==> src/rtl/conv_pkg.sv <==
// Shared types and helpers for the convolution engine's output stage.
package conv_pkg;

  typedef enum logic [1:0] {IDLE, READ, DRAIN, FIN} z_str_state_t;

  // Length of the full linear convolution of a size_y vector with size_h taps.
  function automatic int z_len(input int size_y, input int size_h);
    return size_y + size_h - 1;
  endfunction

endpackage

==> src/rtl/conv_z_skid_fifo.sv <==
// Two-entry synchronous FIFO. Accepts a push into a full FIFO when a pop happens
// in the same cycle, so a steady one-word-per-cycle stream never stalls.
module conv_z_skid_fifo #(
  parameter int WIDTH = 17
) (
  input  logic             clk,
  input  logic             rst,
  input  logic             push,
  input  logic             pop,
  input  logic [WIDTH-1:0] din,
  output logic [WIDTH-1:0] dout,
  output logic             full,
  output logic             empty,
  output logic [1:0]       count
);

  logic [WIDTH-1:0] slot_reg [2];
  logic             wr_ptr_reg;
  logic             rd_ptr_reg;
  logic [1:0]       count_reg;
  logic             do_pop;
  logic             do_push;

  assign do_pop  = pop && (count_reg != 2'd0);
  assign do_push = push && ((count_reg != 2'd2) || do_pop);

  always_ff @(posedge clk) begin
    if (rst) begin
      for (int i = 0; i < 2; i++) slot_reg[i] <= '0;
      wr_ptr_reg <= 1'b0;
      rd_ptr_reg <= 1'b0;
      count_reg  <= 2'd0;
    end else begin
      if (do_push) begin
        slot_reg[wr_ptr_reg] <= din;
        wr_ptr_reg           <= ~wr_ptr_reg;
      end
      if (do_pop) rd_ptr_reg <= ~rd_ptr_reg;
      case ({do_push, do_pop})
        2'b10:   count_reg <= count_reg + 2'd1;
        2'b01:   count_reg <= count_reg - 2'd1;
        default: count_reg <= count_reg;
      endcase
    end
  end

  assign dout  = slot_reg[rd_ptr_reg];
  assign full  = (count_reg == 2'd2);
  assign empty = (count_reg == 2'd0);
  assign count = count_reg;

endmodule

==> src/rtl/conv_z_streamer.sv <==
// Streams result memory Z out on a valid/ready port after the convolution engine
// finishes, hiding the one-cycle MEM_Z read latency behind a two-entry FIFO.
module conv_z_streamer
  import conv_pkg::*;
#(
  parameter int DATA_WIDTH_OUT  = 16,
  parameter int ADDRESS_WIDTH   = 5,
  parameter int ADDRESS_WIDTH_Z = 6,
  parameter int SIZE_H          = 4
) (
  input  logic                       clk,
  input  logic                       rst,
  input  logic                       done_i,
  input  logic [ADDRESS_WIDTH-1:0]   size_y_i,
  output logic [ADDRESS_WIDTH_Z-1:0] mem_z_addr_o,
  input  logic [DATA_WIDTH_OUT-1:0]  mem_z_data_i,
  output logic [DATA_WIDTH_OUT-1:0]  m_data_o,
  output logic                       m_valid_o,
  input  logic                       m_ready_i,
  output logic                       m_last_o,
  output logic                       busy_o,
  output logic                       done_o,
  output logic                       overrun_o
);

  if (2**ADDRESS_WIDTH - 1 + SIZE_H - 1 > 2**ADDRESS_WIDTH_Z) begin : g_bad_cfg
    $error("conv_z_streamer: ADDRESS_WIDTH_Z too small for the longest Z vector");
  end

  z_str_state_t               state_reg;
  logic [ADDRESS_WIDTH_Z-1:0] rd_addr_reg;
  logic [ADDRESS_WIDTH_Z-1:0] last_addr_reg;
  logic                       inflight_reg;
  logic                       inflight_last_reg;
  logic                       done_reg;
  logic                       overrun_reg;

  logic [DATA_WIDTH_OUT:0]    fifo_din;
  logic [DATA_WIDTH_OUT:0]    fifo_dout;
  logic                       fifo_full;
  logic                       fifo_empty;
  logic [1:0]                 fifo_count;
  logic                       pop;
  logic                       issue;
  logic                       at_last_addr;
  logic [ADDRESS_WIDTH_Z-1:0] last_addr_next;

  assign last_addr_next = ADDRESS_WIDTH_Z'(z_len(int'(size_y_i), SIZE_H) - 1);
  assign at_last_addr   = (rd_addr_reg == last_addr_reg);
  assign pop            = m_valid_o && m_ready_i;

  // A slot freed by this cycle's transfer counts as free; without that credit the
  // three-cycle issue-to-pop loop would only sustain two words every three cycles.
  assign issue = (state_reg == READ) && !(fifo_full && !pop) &&
                 (({1'b0, fifo_count} + {2'b00, inflight_reg}) < ({2'b00, pop} + 3'd2));

  assign fifo_din = {inflight_last_reg, mem_z_data_i};

  conv_z_skid_fifo #(
    .WIDTH (DATA_WIDTH_OUT + 1)
  ) u_fifo (
    .clk   (clk),
    .rst   (rst),
    .push  (inflight_reg),
    .pop   (pop),
    .din   (fifo_din),
    .dout  (fifo_dout),
    .full  (fifo_full),
    .empty (fifo_empty),
    .count (fifo_count)
  );

  always_ff @(posedge clk) begin
    if (rst) begin
      state_reg         <= IDLE;
      rd_addr_reg       <= '0;
      last_addr_reg     <= '0;
      inflight_reg      <= 1'b0;
      inflight_last_reg <= 1'b0;
      done_reg          <= 1'b0;
      overrun_reg       <= 1'b0;
    end else begin
      done_reg          <= 1'b0;
      inflight_reg      <= issue;
      inflight_last_reg <= issue && at_last_addr;
      if (done_i && busy_o) overrun_reg <= 1'b1;
      case (state_reg)
        IDLE, FIN: begin
          state_reg <= IDLE;
          if (done_i) begin
            rd_addr_reg   <= '0;
            last_addr_reg <= last_addr_next;
            if (size_y_i == '0) begin
              state_reg <= FIN;
              done_reg  <= 1'b1;
            end else begin
              state_reg <= READ;
            end
          end
        end
        READ: begin
          // The address holds at the final element so the read port never leaves 0..Nz-1.
          if (issue) begin
            if (at_last_addr) state_reg <= DRAIN;
            else              rd_addr_reg <= rd_addr_reg + 1'b1;
          end
        end
        DRAIN: begin
          if (pop && m_last_o) begin
            state_reg <= FIN;
            done_reg  <= 1'b1;
          end
        end
        default: state_reg <= IDLE;
      endcase
    end
  end

  assign mem_z_addr_o = rd_addr_reg;
  assign m_valid_o    = !fifo_empty;
  assign m_data_o     = fifo_dout[DATA_WIDTH_OUT-1:0];
  assign m_last_o     = m_valid_o && fifo_dout[DATA_WIDTH_OUT];
  assign busy_o       = (state_reg == READ) || (state_reg == DRAIN);
  assign done_o       = done_reg;
  assign overrun_o    = overrun_reg;

endmodule

==> config.mk <==
export PLATFORM = sky130hd
export DESIGN_NAME = conv_z_streamer
export DESIGN_NICKNAME = d
export VERILOG_FILES = /design/src/rtl/conv_pkg.sv /design/src/rtl/conv_z_skid_fifo.sv /design/src/rtl/conv_z_streamer.sv
export SDC_FILE = /design/constraint.sdc
export NUM_CORES = 1
export LEC_CHECK = 0
export ABC_AREA = 1
export CORE_MARGIN = 2
export CORE_UTILIZATION = 56
export CTS_CLUSTER_DIAMETER = 120
export DETAILED_ROUTE_END_ITERATION = 7
export PLACE_DENSITY = 0.85
export SYNTH_ARGS = -nofsm -noshare
export SYNTH_HDL_FRONTEND = slang
export SYNTH_SLANG_ARGS = --single-unit
==> constraint.sdc <==
create_clock -name clk -period 5.08 [get_ports clk]
set_input_delay 1.016 -clock clk [delete_from_list [all_inputs] [get_ports clk]]
set_output_delay 1.016 -clock clk [all_outputs]
set_load 0.01 [all_outputs]
==> impl_results.md <==
* Status: finished, final reports clean
* Dominant cells by area after synthesis: edfxtp_1 (37%), dfxtp_1 (17%), nand2_1 (13%)
* Setup WS pre-CTS at 1030 ps
* Worst path required time at 4970 ps
* Max cap viols at 0
* Sink Count at 57
* Tot GR Track Use at 0.225
* Row count at 25
* Yosys warning count at 0
* Worst-path maximum fanout at 18
* GR Overflow Total at 0
* Flops & latches, synth at 57
* Synth Area per Inst at 8.14 um2
* Share of total power in combinational logic at 0.343
* Fillcell total at 372
* CP Cell Sequence: clkdlybuf4s50_1 > clkinv_1 > nand4_1 > nand2_1
* Placer congestion estimate at 0.822
* Vias in the first global route at 2175
* Slowest cell on the critical path: nand4_1
* Synth cell types at 26
* Final non-filler cell area at 0.00344 mm2
* Wirelength per Cell at between 10 and 15 um
* P_int at 924 uW
* CP top delay family: simple AND/OR/NAND/NOR gates
* Switch share at 0.350
* Slew Limit Headroom at 0.477
* Critical Path AT at roughly 3600 ps
* Io pins at 52
* Syn nets at 367
* Mapped Area at ~0.0027 mm2
* Most frequent cells in the layout: nand2_1 (97), nor2_1 (56), clkdlybuf4s50_1 (51)
* Largest buffer count on any clock path at 2
* Clock Latency Late Sink at around 340 ps
* Via density at between 4 and 5
* Clock power share at 0.234
* Antenna violations before repair at 0
* Layout cells sized above 1 at 0.0609
* Post-DP Area at 0.00329 mm2
* Post CTS Setup Buffer Count at 0
* P_sw at roughly 500 uW
* Tot Pwr at 1.42 mW
* H-tree depth at 3
* Die Area at 0.00544 mm2
* Final #Nets at 422
* Clock root cell: clkbuf_8
* Starting density of the core at 0.577
* Largest net degree at the start of global routing at 20
* Final ANT Viol Nets at 0
* Routed wire length at between 5000 and 6000 um
* Die X-Extent at roughly 74 um
* TritonCTS clock tree: yes
* Sequential Power Share at 0.423
* Crit path largest cell delay at 720 ps
* Critical Path Sink Type: flop
* Type of the worst setup path: in2reg
* Die Ht at 73.8 um
* ANT cells at 0
* Hold Violations, Final at 0
* Leak at 1.52 nW
* Port bufs at just over 50
* Max-slew violation count at 0
* CP Buf/Inv Count at 2
* Crit path launch type: input pin
* Power Density at 413 mW/mm2
* Fmax at 271 MHz
* Global-route wire length before repair at 8980 um
* Yosys top cell area share at 0.374
* Tmin final at roughly 3700 ps
* RSZ-0062 raised after global routing: no
* Drt initial violations at 119
* Area leader, netlist: edfxtp_1
* Total CTS buffers at 9
* Synth-to-layout area growth at 26.1%
* Tcrit/Tclk final at 0.726
* Post-CTS Hold Buffers at 0
* Final setup fails at 0
* DRC violations left at 0
* Worst Slack Setup Final at 1390 ps
* Register clock-pin slew on the reported worst setup and hold paths at 50 ps
* Core area at 0.00472 mm2
* Largest register FFs at 34
* Maximum VDD drop at 0.322 mV
* Worst-Margin Slew at 783 ps
* Worst Hold Class: reg2reg
* Most common cell after layout, fill and taps aside: nand2_1
* Setup Skew at 6.57 ps
* Final core utilization at 0.728
* Post_cts resized at 0
* Drt first pass iters at 4
* Part of the Yosys area used for sequential elements at 0.543
* Setup_tns at 0 ps
* Via Count at 2276
* Synth Instances at between 300 and 400
* DP Wirelength at 3920 um
cells in the mapped netlist, drive strengths merged:
library cell / n
edfxtp: 34
dfxtp: 23
o21ai: 13
nor4: 1
nor2: 57
inv: 46
nor3: 1
clkinv: 1
nand2: 102
a21oi: 22
xnor2: 1
xor2: 2
clkbuf: 2
nor3b: 1
ha: 7
nand3: 16
buf: 5
nand4: 1
final timing paths:
check / depth (start not counted) / slack [ps] / to / startpoint
setup / recovery: 4 / 1390 / u_fifo.slot_reg[1][0]$_SDFFCE_PN0P_ / rst
hold / removal: 1 / 460 / u_fifo.rd_ptr_reg$_SDFFE_PP0P_ / u_fifo.rd_ptr_reg$_SDFFE_PP0P_
setup reg to reg: 4 / 2650 / u_fifo.slot_reg[1][0]$_SDFFCE_PN0P_ / u_fifo.count[0]$_SDFFE_PP0P_
hold reg to reg: 1 / 460 / u_fifo.rd_ptr_reg$_SDFFE_PP0P_ / u_fifo.rd_ptr_reg$_SDFFE_PP0P_
layer usage:
layer  wire length (um)  share of wire  global-route usage
met5                  0              0                   0
met1               2260           0.41               0.227
met4                139          0.025               0.125
met2               2790           0.51               0.412
met3                300          0.055              0.0631
kinds of logic after synthesis:
| group | count (synthesis) | synth area share |
|---|---|---|
| xor gates and xnor gates | 3 | 0.00963 |
| adders and majority gates | 7 | 0.0321 |
| DFF | 57 | 0.543 |
| buffers and inverters | 54 | 0.0761 |
| AOI/OAI and AO/OA | 35 | 0.0697 |
| and+or+nand+nor | 179 | 0.269 |
power groups by stage:
stage	clock network, mW	registers, mW	logic (mW)
finish	0.333	0.601	0.488
global route	0.356	0.609	0.548
CTS	0.340	0.601	0.490
detailed placement	0	0.610	0.487
global placement	0	0.606	0.476
floorplan	0	0.594	0.321
worst reg2reg max path, cell delays in order, from the launching register on:
cell,delay [ps]
dfxtp_1,410
inv_1,120
nand3_4,80
nand4_1,570
nand2_1,880
final cells by class:
class,count,area [um2],area share
tap,67,83.8,0.0244
clock inverter,6,26.3,0.00764
timing repair buffer,51,510,0.148
inverter,47,176,0.0513
sequential,57,1480,0.431
multi-input combinational,224,1040,0.302
clock buffer,9,124,0.0360
per-stage QoR:
stage               cells  hold WS (ps)
global placement      446           449
finish                461           460
detailed placement    446           453
global route          461           487
CTS                   461           464
floorplan             335           426
(Power assumes the default switching activity.)
